==> src/rtl/word_uart_tx.sv <==
// ============================================================================
// Module      : word_uart_tx
// Description : 8N1 UART transmitter for 16-bit words (low byte first) with a
//               one-entry holding buffer for back-to-back words.
// Revision    : 1.0 - initial release
// ============================================================================
`default_nettype none

module word_uart_tx #(
  parameter int CLKS_PER_BIT = 217
) (
  input  logic        i_clk,
  input  logic        i_rst,
  input  logic        i_tx_dv,
  input  logic [15:0] i_tx_word,
  output logic        o_tx_ready,
  output logic        o_tx_serial,
  output logic        o_tx_active,
  output logic        o_tx_done,
  output logic        o_tx_overrun
);

  localparam logic [15:0] C_LAST_CLK = 16'(CLKS_PER_BIT - 1);

  typedef enum logic [1:0] {
    S_IDLE  = 2'd0,
    S_START = 2'd1,
    S_DATA  = 2'd2,
    S_STOP  = 2'd3
  } state_t;

  state_t      r_state,    w_state_nxt;
  logic [15:0] r_clk_cnt,  w_clk_cnt_nxt;
  logic [2:0]  r_bit_idx,  w_bit_idx_nxt;
  logic        r_byte_sel, w_byte_sel_nxt;
  logic [15:0] r_shift,    w_shift_nxt;
  logic [15:0] r_hold,     w_hold_nxt;
  logic        r_full,     w_full_nxt;
  logic        r_done,     w_done_nxt;
  logic        r_overrun,  w_overrun_nxt;
  logic        w_bit_end;
  logic        w_load;

  assign w_bit_end = (r_clk_cnt == C_LAST_CLK);

  always_comb begin
    w_state_nxt    = r_state;
    w_clk_cnt_nxt  = r_clk_cnt;
    w_bit_idx_nxt  = r_bit_idx;
    w_byte_sel_nxt = r_byte_sel;
    w_shift_nxt    = r_shift;
    w_hold_nxt     = r_hold;
    w_full_nxt     = r_full;
    w_done_nxt     = 1'b0;
    w_overrun_nxt  = i_tx_dv && r_full;
    w_load         = 1'b0;

    if (r_state != S_IDLE) begin
      w_clk_cnt_nxt = w_bit_end ? 16'd0 : r_clk_cnt + 16'd1;
    end

    case (r_state)
      S_IDLE: begin
        w_clk_cnt_nxt = 16'd0;
        w_load        = r_full;
      end
      S_START: begin
        if (w_bit_end) begin
          w_state_nxt   = S_DATA;
          w_bit_idx_nxt = 3'd0;
        end
      end
      S_DATA: begin
        if (w_bit_end) begin
          if (r_bit_idx == 3'd7) begin
            w_state_nxt = S_STOP;
          end else begin
            w_bit_idx_nxt = r_bit_idx + 3'd1;
          end
        end
      end
      S_STOP: begin
        if (w_bit_end) begin
          if (!r_byte_sel) begin
            w_byte_sel_nxt = 1'b1;
            w_state_nxt    = S_START;
          end else begin
            w_done_nxt  = 1'b1;
            w_state_nxt = S_IDLE;
            w_load      = r_full;
          end
        end
      end
      default: w_state_nxt = S_IDLE;
    endcase

    // A load frees the holding slot; a same-edge capture refills it below.
    if (w_load) begin
      w_state_nxt    = S_START;
      w_clk_cnt_nxt  = 16'd0;
      w_byte_sel_nxt = 1'b0;
      w_shift_nxt    = r_hold;
      w_full_nxt     = 1'b0;
    end

    if (i_tx_dv && !r_full) begin
      w_hold_nxt = i_tx_word;
      w_full_nxt = 1'b1;
    end
  end

  always_ff @(posedge i_clk) begin
    if (i_rst) begin
      r_state    <= S_IDLE;
      r_clk_cnt  <= 16'd0;
      r_bit_idx  <= 3'd0;
      r_byte_sel <= 1'b0;
      r_shift    <= 16'd0;
      r_hold     <= 16'd0;
      r_full     <= 1'b0;
      r_done     <= 1'b0;
      r_overrun  <= 1'b0;
    end else begin
      r_state    <= w_state_nxt;
      r_clk_cnt  <= w_clk_cnt_nxt;
      r_bit_idx  <= w_bit_idx_nxt;
      r_byte_sel <= w_byte_sel_nxt;
      r_shift    <= w_shift_nxt;
      r_hold     <= w_hold_nxt;
      r_full     <= w_full_nxt;
      r_done     <= w_done_nxt;
      r_overrun  <= w_overrun_nxt;
    end
  end

  always_comb begin
    case (r_state)
      S_START: o_tx_serial = 1'b0;
      S_DATA:  o_tx_serial = r_shift[{r_byte_sel, r_bit_idx}];
      default: o_tx_serial = 1'b1;
    endcase
  end

  assign o_tx_ready   = !r_full;
  assign o_tx_active  = (r_state != S_IDLE);
  assign o_tx_done    = r_done;
  assign o_tx_overrun = r_overrun;

endmodule

`default_nettype wire

==> config.mk <==
export PLATFORM = sky130hd
export DESIGN_NAME = word_uart_tx
export DESIGN_NICKNAME = d
export VERILOG_FILES = /design/src/rtl/word_uart_tx.sv
export SDC_FILE = /design/constraint.sdc
export NUM_CORES = 1
export LEC_CHECK = 0
export ABC_AREA = 1
export CORE_MARGIN = 2
export CORE_UTILIZATION = 39
export CTS_BUF_LIST = sky130_fd_sc_hd__clkbuf_4 sky130_fd_sc_hd__clkbuf_8
export CTS_CLUSTER_DIAMETER = 120
export DETAILED_ROUTE_END_ITERATION = 8
export PLACE_DENSITY = 0.66
export SYNTH_ARGS = -nofsm -noshare
export SYNTH_HDL_FRONTEND = slang
export SYNTH_SLANG_ARGS = --single-unit
==> constraint.sdc <==
create_clock -name i_clk -period 1.6 [get_ports i_clk]
set_input_delay 0.48 -clock i_clk [delete_from_list [all_inputs] [get_ports i_clk]]
set_output_delay 0.48 -clock i_clk [all_outputs]
set_load 0.02 [all_outputs]
; Word level (Yosys, flattened, before mapping)
; Index checks and enable logic that the tools add are counted.
[word_totals]
regBits = 57
in_bits = 19
output_inout_bits = 5
wordCells = 66
[op_classes]
addsub = 2
n_lt_le_gt_ge = 1
n_eq_ne = 14
n_mux = 21
bitwise = 2
n_reduce_logical = 16
[op_table]
columns = cell, count
row1 = adder 16 x 1 -> 16 bit (second input constant), 1
row2 = == test 16 x 8 -> 1 bit (second input constant), 1
row3 = two-way mux 16 bit, 1
row4 = inequality test 3 bit (second input constant), 4
row5 = inequality test 2 bit (second input constant), 5
row6 = AND reduction 5 bit, 2
row7 = two-way mux 3 bit, 3
row8 = two-way mux 1 bit, 8
row9 = two-way mux 2 bit, 4
row10 = one-hot mux 2 bit (3 select lines), 1
row11 = one-hot mux 3 bit (2 select lines), 1
row12 = nonzero test 2 bit, 3
row13 = OR reduction 3 bit, 2
row14 = less-than comparator 4 x 5 -> 1 bit (second input constant), 1
row15 = binary-select mux 1 bit (select 4 bit), 1
row16 = == test 2 bit (second input constant), 2
row17 = one-hot mux 1 bit (2 select lines), 2
row18 = AND reduction 4 bit, 1
row19 = nonzero test 4 bit, 1
row20 = adder 3 x 1 -> 3 bit (second input constant), 1
row21 = == test 3 bit (second input constant), 1
row22 = nonzero test 3 bit, 1
row23 = == test 2 x 1 -> 1 bit (second input constant), 1
row24 = logical AND 1 bit, 2
row25 = 5 further kinds, 6

; Depth between registers and ports, before layout
[logic_depth]
depth_word = 5
mapped_depth = 11
ltp_nobuf = 11

; Worst setup path after synthesis
; Ideal clock, no wire load.
[synth_timing]
kind = register to output
from = reg r_state[0]
to = out o_tx_active
t_arrival_ns = 1.282
setup_slack_ns = -0.162
path_stages_with_launch = 5
cell_sequence = dfxtp_1 > inv_1 > ha_1 > inv_1 > clkbuf_1
[synth_between]
elab_chain_cells = 1
[synth_lines]
columns = element, line_no
row1 = start: declaration, 32  ; state_t r_state, w_state_nxt;
row2 = start signal: assignment, 124  ; r_state <= w_state_nxt;
row3 = nonzero test 2 bit, 145  ; assign o_tx_active = (r_state != S_IDLE);
row4 = end: declaration, 18  ; output logic o_tx_active,
; Every way passes these cells.

; Worst setup path after layout
[layout_timing]
from = reg r_bit_idx[0]
to = out o_tx_serial
[layout_between]
elab_chain_cells = 3
[layout_lines]
columns = element, line_no
row1 = start: declaration, 34  ; logic [2:0] r_bit_idx, w_bit_idx_nxt;
row2 = start signal: assignment, 126  ; r_bit_idx <= w_bit_idx_nxt;
row3 = binary-select mux 1 bit (select 4 bit), 139  ; S_DATA: o_tx_serial = r_shift[{r_byte_sel, r_bit_idx}];
row4 = two-way mux 1 bit (not written as such), 139
row5 = one-hot mux 1 bit (2 select lines), 137  ; case (r_state)
row6 = end: declaration, 17  ; output logic o_tx_serial,
; Every way passes these cells. The select of a mux whose other input is x is not followed.

==> metrics.md <==
| Metric | Value |
|---|---|
| Status | `finished, violations left` |
| Failing checks | `setup timing` |
| Fin. Hold Viols | `0` |
| Diode count | `0` |
| Placed Cells | `534` |
| Crit path buffers/inverters | `2` |
| Gr usage total | `18.5%` |
| Num Clock Sinks | `57` |
| Area fraction of the dominant cell type after synthesis | `41.4%` |
| Synth Register Bits | `57` |
| Layout Cells excl Fill | `565` |
| Critical setup path kind | `register to output port` |
| Layout cell share with drive strength beyond 1 | `28.6%` |
| Antenna violation net count after detailed routing | `0` |
| Vias per cell | `4.97` |
| Most frequent cell after synthesis | `nand2_1` |
| CP endpoint kind | `output port` |
| Post-synth top area cell | `dfxtp_1` |
| Leakage | `1.61 nW` |
| Die Width | `88.1 microns` |
| Worst Path Arrival | `1.50 ns` |
| Max-cap check violation count | `0` |
| Cell repeated most along the worst path | `buf_6` |
| Fin area | `0.00402 sq mm` |
| Clk slew on worst S/H paths | `0.07 ns` |
| Register area share after synthesis | `41.4%` |
| Most used DFF post-synth | `dfxtp_1` |
| Normalized max-slew margin | `70.2%` |
| CTS tree | `built` |
| Routed wire per std cell | `13.0 microns` |
| Layout Skew | `0.00563 ns` |
| Worst-path cell chain | `buf_6 -> nand2_1 -> nand3_1 -> nand3_2 -> nand2_2 -> a21oi_2 -> a22oi_2 -> buf_6` |
| Distinct cell type count after synthesis | `28` |
| Max rail drop VDD | `755 uV` |
| Grt total ovfl | `0` |
| Worst Hold Class | `register to register` |
| Yosys warning count | `0` |
| Setup ws final | `-0.384 ns` |
| IO buf count | `23` |
| Synth Instances | `388` |
| Clock Latency Late Sink | `0.34 ns` |
| Cell Int Power | `3.36 mW` |
| Placed Instance Area | `0.00335 sq mm` |
| I/O pins | `24` |
| DP HPWL | `4.70 mm` |
| Logic pwr share | `44.3%` |
| Reg area | `0.00115 sq mm` |
| Worst-case clock buffer depth | `2` |
| Critical path's largest stage delay | `0.39 ns` |
| Die area | `0.00776 sq mm` |
| RSZ-0062 raised after global routing | `true` |
| Core Region | `0.00683 sq mm` |
| Multi-input combinational cell area | `0.00166 sq mm` |
| Synth top area cells | `dfxtp_1 41%, nand2_1 9.4%, nor2_1 8.7%` |
| H-Tree Depth | `3` |
| RR Startpoint | `r_bit_idx[0]$_SDFFE_PP0P_` |
| Final period utilization | `124%` |
| Max-slew violations | `0` |
| Area growth from synthesis to layout | `45.5%` |
| GP Congestion | `0.945` |
| Switching Fraction | `36.1%` |
| Syn Nets | `416` |
| WL final | `7.34 mm` |
| Async S/R FF share, synth | `0%` |
| Reg2Reg Setup Slack | `-0.04 ns` |
| Root buffer cell | `clkbuf_8` |
| Worst Path Max Fanout | `5` |
| Final setup fails | `4` |
| Pre-antenna DRT Iters | `4` |
| Cell Rows | `30` |
| Max frequency | `504 MHz` |
| Vias in the first global route | `2551` |
| First-pass GRT wire length | `11.1 mm` |
| Cell family with most CP delay | `flip-flops` |
| Sequential cell fraction of total power | `30.8%` |
| Filler cells | `629` |
| Drt initial violations | `141` |
| Num CTS Buffers | `9` |
| Post-synth EDFFs | `0` |
| DRC violations left | `0` |
| Slowest CP cell | `dfxtp_4` |
| Hold_sp | `r_shift[0]$_SDFFE_PP0P_` |
| Critical Path Start | `r_bit_idx[0]$_SDFFE_PP0P_` |
| Crit start category | `register` |
| Netlist Area Pre-Place | `0.00276 sq mm` |
| Sw power | `1.90 mW` |
| Via count | `2807` |
| Synth top cells by count | `69 x nand2_1, 64 x nor2_1, 57 x dfxtp_1` |
| CP required | `1.12 ns` |
| Min Tclk post-route | `1.98 ns` |
| Clock network fraction of total power | `24.9%` |
| Avg Synthesized Cell Area | `7.11 sq um` |
| Initial antenna violation count | `0` |
| Worst slew pin tran | `0.447 ns` |
| Largest net degree at the start of global routing | `20` |
| Die height | `88.1 microns` |
| Initial Util | `40.4%` |
| Pwr dens | `1310 mW/mm^2` |
| Layout Nets | `492` |
==> repair_timing <==
action                                  CTS  global route
gates resized for setup                  42            64
cloned                                    0             4
hold buffers                              0             0
buffers inserted                          1            10
pin swaps                                 7            35
endpoints found under the setup margin   40            42
==> stage by stage <==
stage               TNS, ns  setup slack [ns]  power (mW)  utilization, %  hold WS (ns)
floorplan           -0.0369           -0.0369        2.57               -         0.439
global placement      -2.46            -0.583        3.09            49.1         0.455
detailed placement    -3.24            -0.637        3.12            49.1         0.460
CTS                  -0.604            -0.398        4.56            53.4         0.468
global route          -1.37            -0.503        5.55            58.8         0.484
finish               -0.485            -0.384        5.25            58.8         0.470
==> power by group through the flow <==
stage                     logic, mW  registers [mW]  clock network, mW
after floorplan               0.943            1.63                  0
after global placement         1.45            1.64                  0
after detailed placement       1.48            1.64                  0
after CTS                      1.61            1.62               1.33
after global routing           2.53            1.63               1.39
final                          2.33            1.62               1.31
==> cells in the final DEF, fill, tap and decap left out, types with 7 or more instances in the layout <==
cell type,count
o21ai_1,7
nand2_1,58
buf_4,41
a21oi_1,19
inv_1,37
xor2_1,7
o21ai_0,23
dfxtp_1,51
nor2_1,58
nand2_2,9
clkdlybuf4s50_1,18
clkbuf_8,12
nand3_1,39
buf_6,8
==> logic make-up after synthesis <==
logic type,count (synthesis),synth area share [%]
and+or+nand+nor,204,33.7
xor gates and xnor gates,7,2.22
AOI/OAI and AO/OA,56,10.3
adders and majority gates,9,4.08
DFF,57,41.4
buffers and inverters,55,8.34
==> worst reg2reg max path, delay by kind of cell, from the launching register on <==
family / cells / cell delay [ns]
buffers and inverters: 3 / 0.30
AO/OA/AOI/OAI: 1 / 0.06
AND/OR/NAND/NOR: 6 / 0.54
flip-flops: 1 / 0.37
adder cells (fa/ha/maj): 2 / 0.30
==> path summary, 6_finish.rpt <==
kind	endpoint	cells past startpoint
setup / recovery	o_tx_serial	8
hold / removal	r_shift[0]$_SDFFE_PP0P_	2
setup reg to reg	r_state[1]$_SDFFE_PP0P_	12
hold reg to reg	r_shift[0]$_SDFFE_PP0P_	2
==> sequential cells by signal (all words and copies together) (netlist names) <==
name	flops
r_shift	16
r_hold	16
r_full	1
r_bit_idx	3
r_clk_cnt	16
r_byte_sel	1
r_state	2
o_tx_overrun	1
o_tx_done	1
==> layer usage <==
| metal | GRT usage (%) | wire length [microns] |
|---|---|---|
| met1 | 21.5 | 3070 |
| met2 | 31.1 | 3710 |
| met3 | 5.00 | 359 |
| met4 | 9.78 | 192 |
| met5 | 0 | 0 |
==> layout make-up <==
class	count	area share (%)
clock inverters	3	0.592
repair buffers	75	17.8
multi-input cells	278	41.4
clock buffers	13	4.30
flip-flops and latches	57	28.7
inverters	43	4.21
well taps	96	2.99
Note: power is estimated with default switching activity, not from simulation.
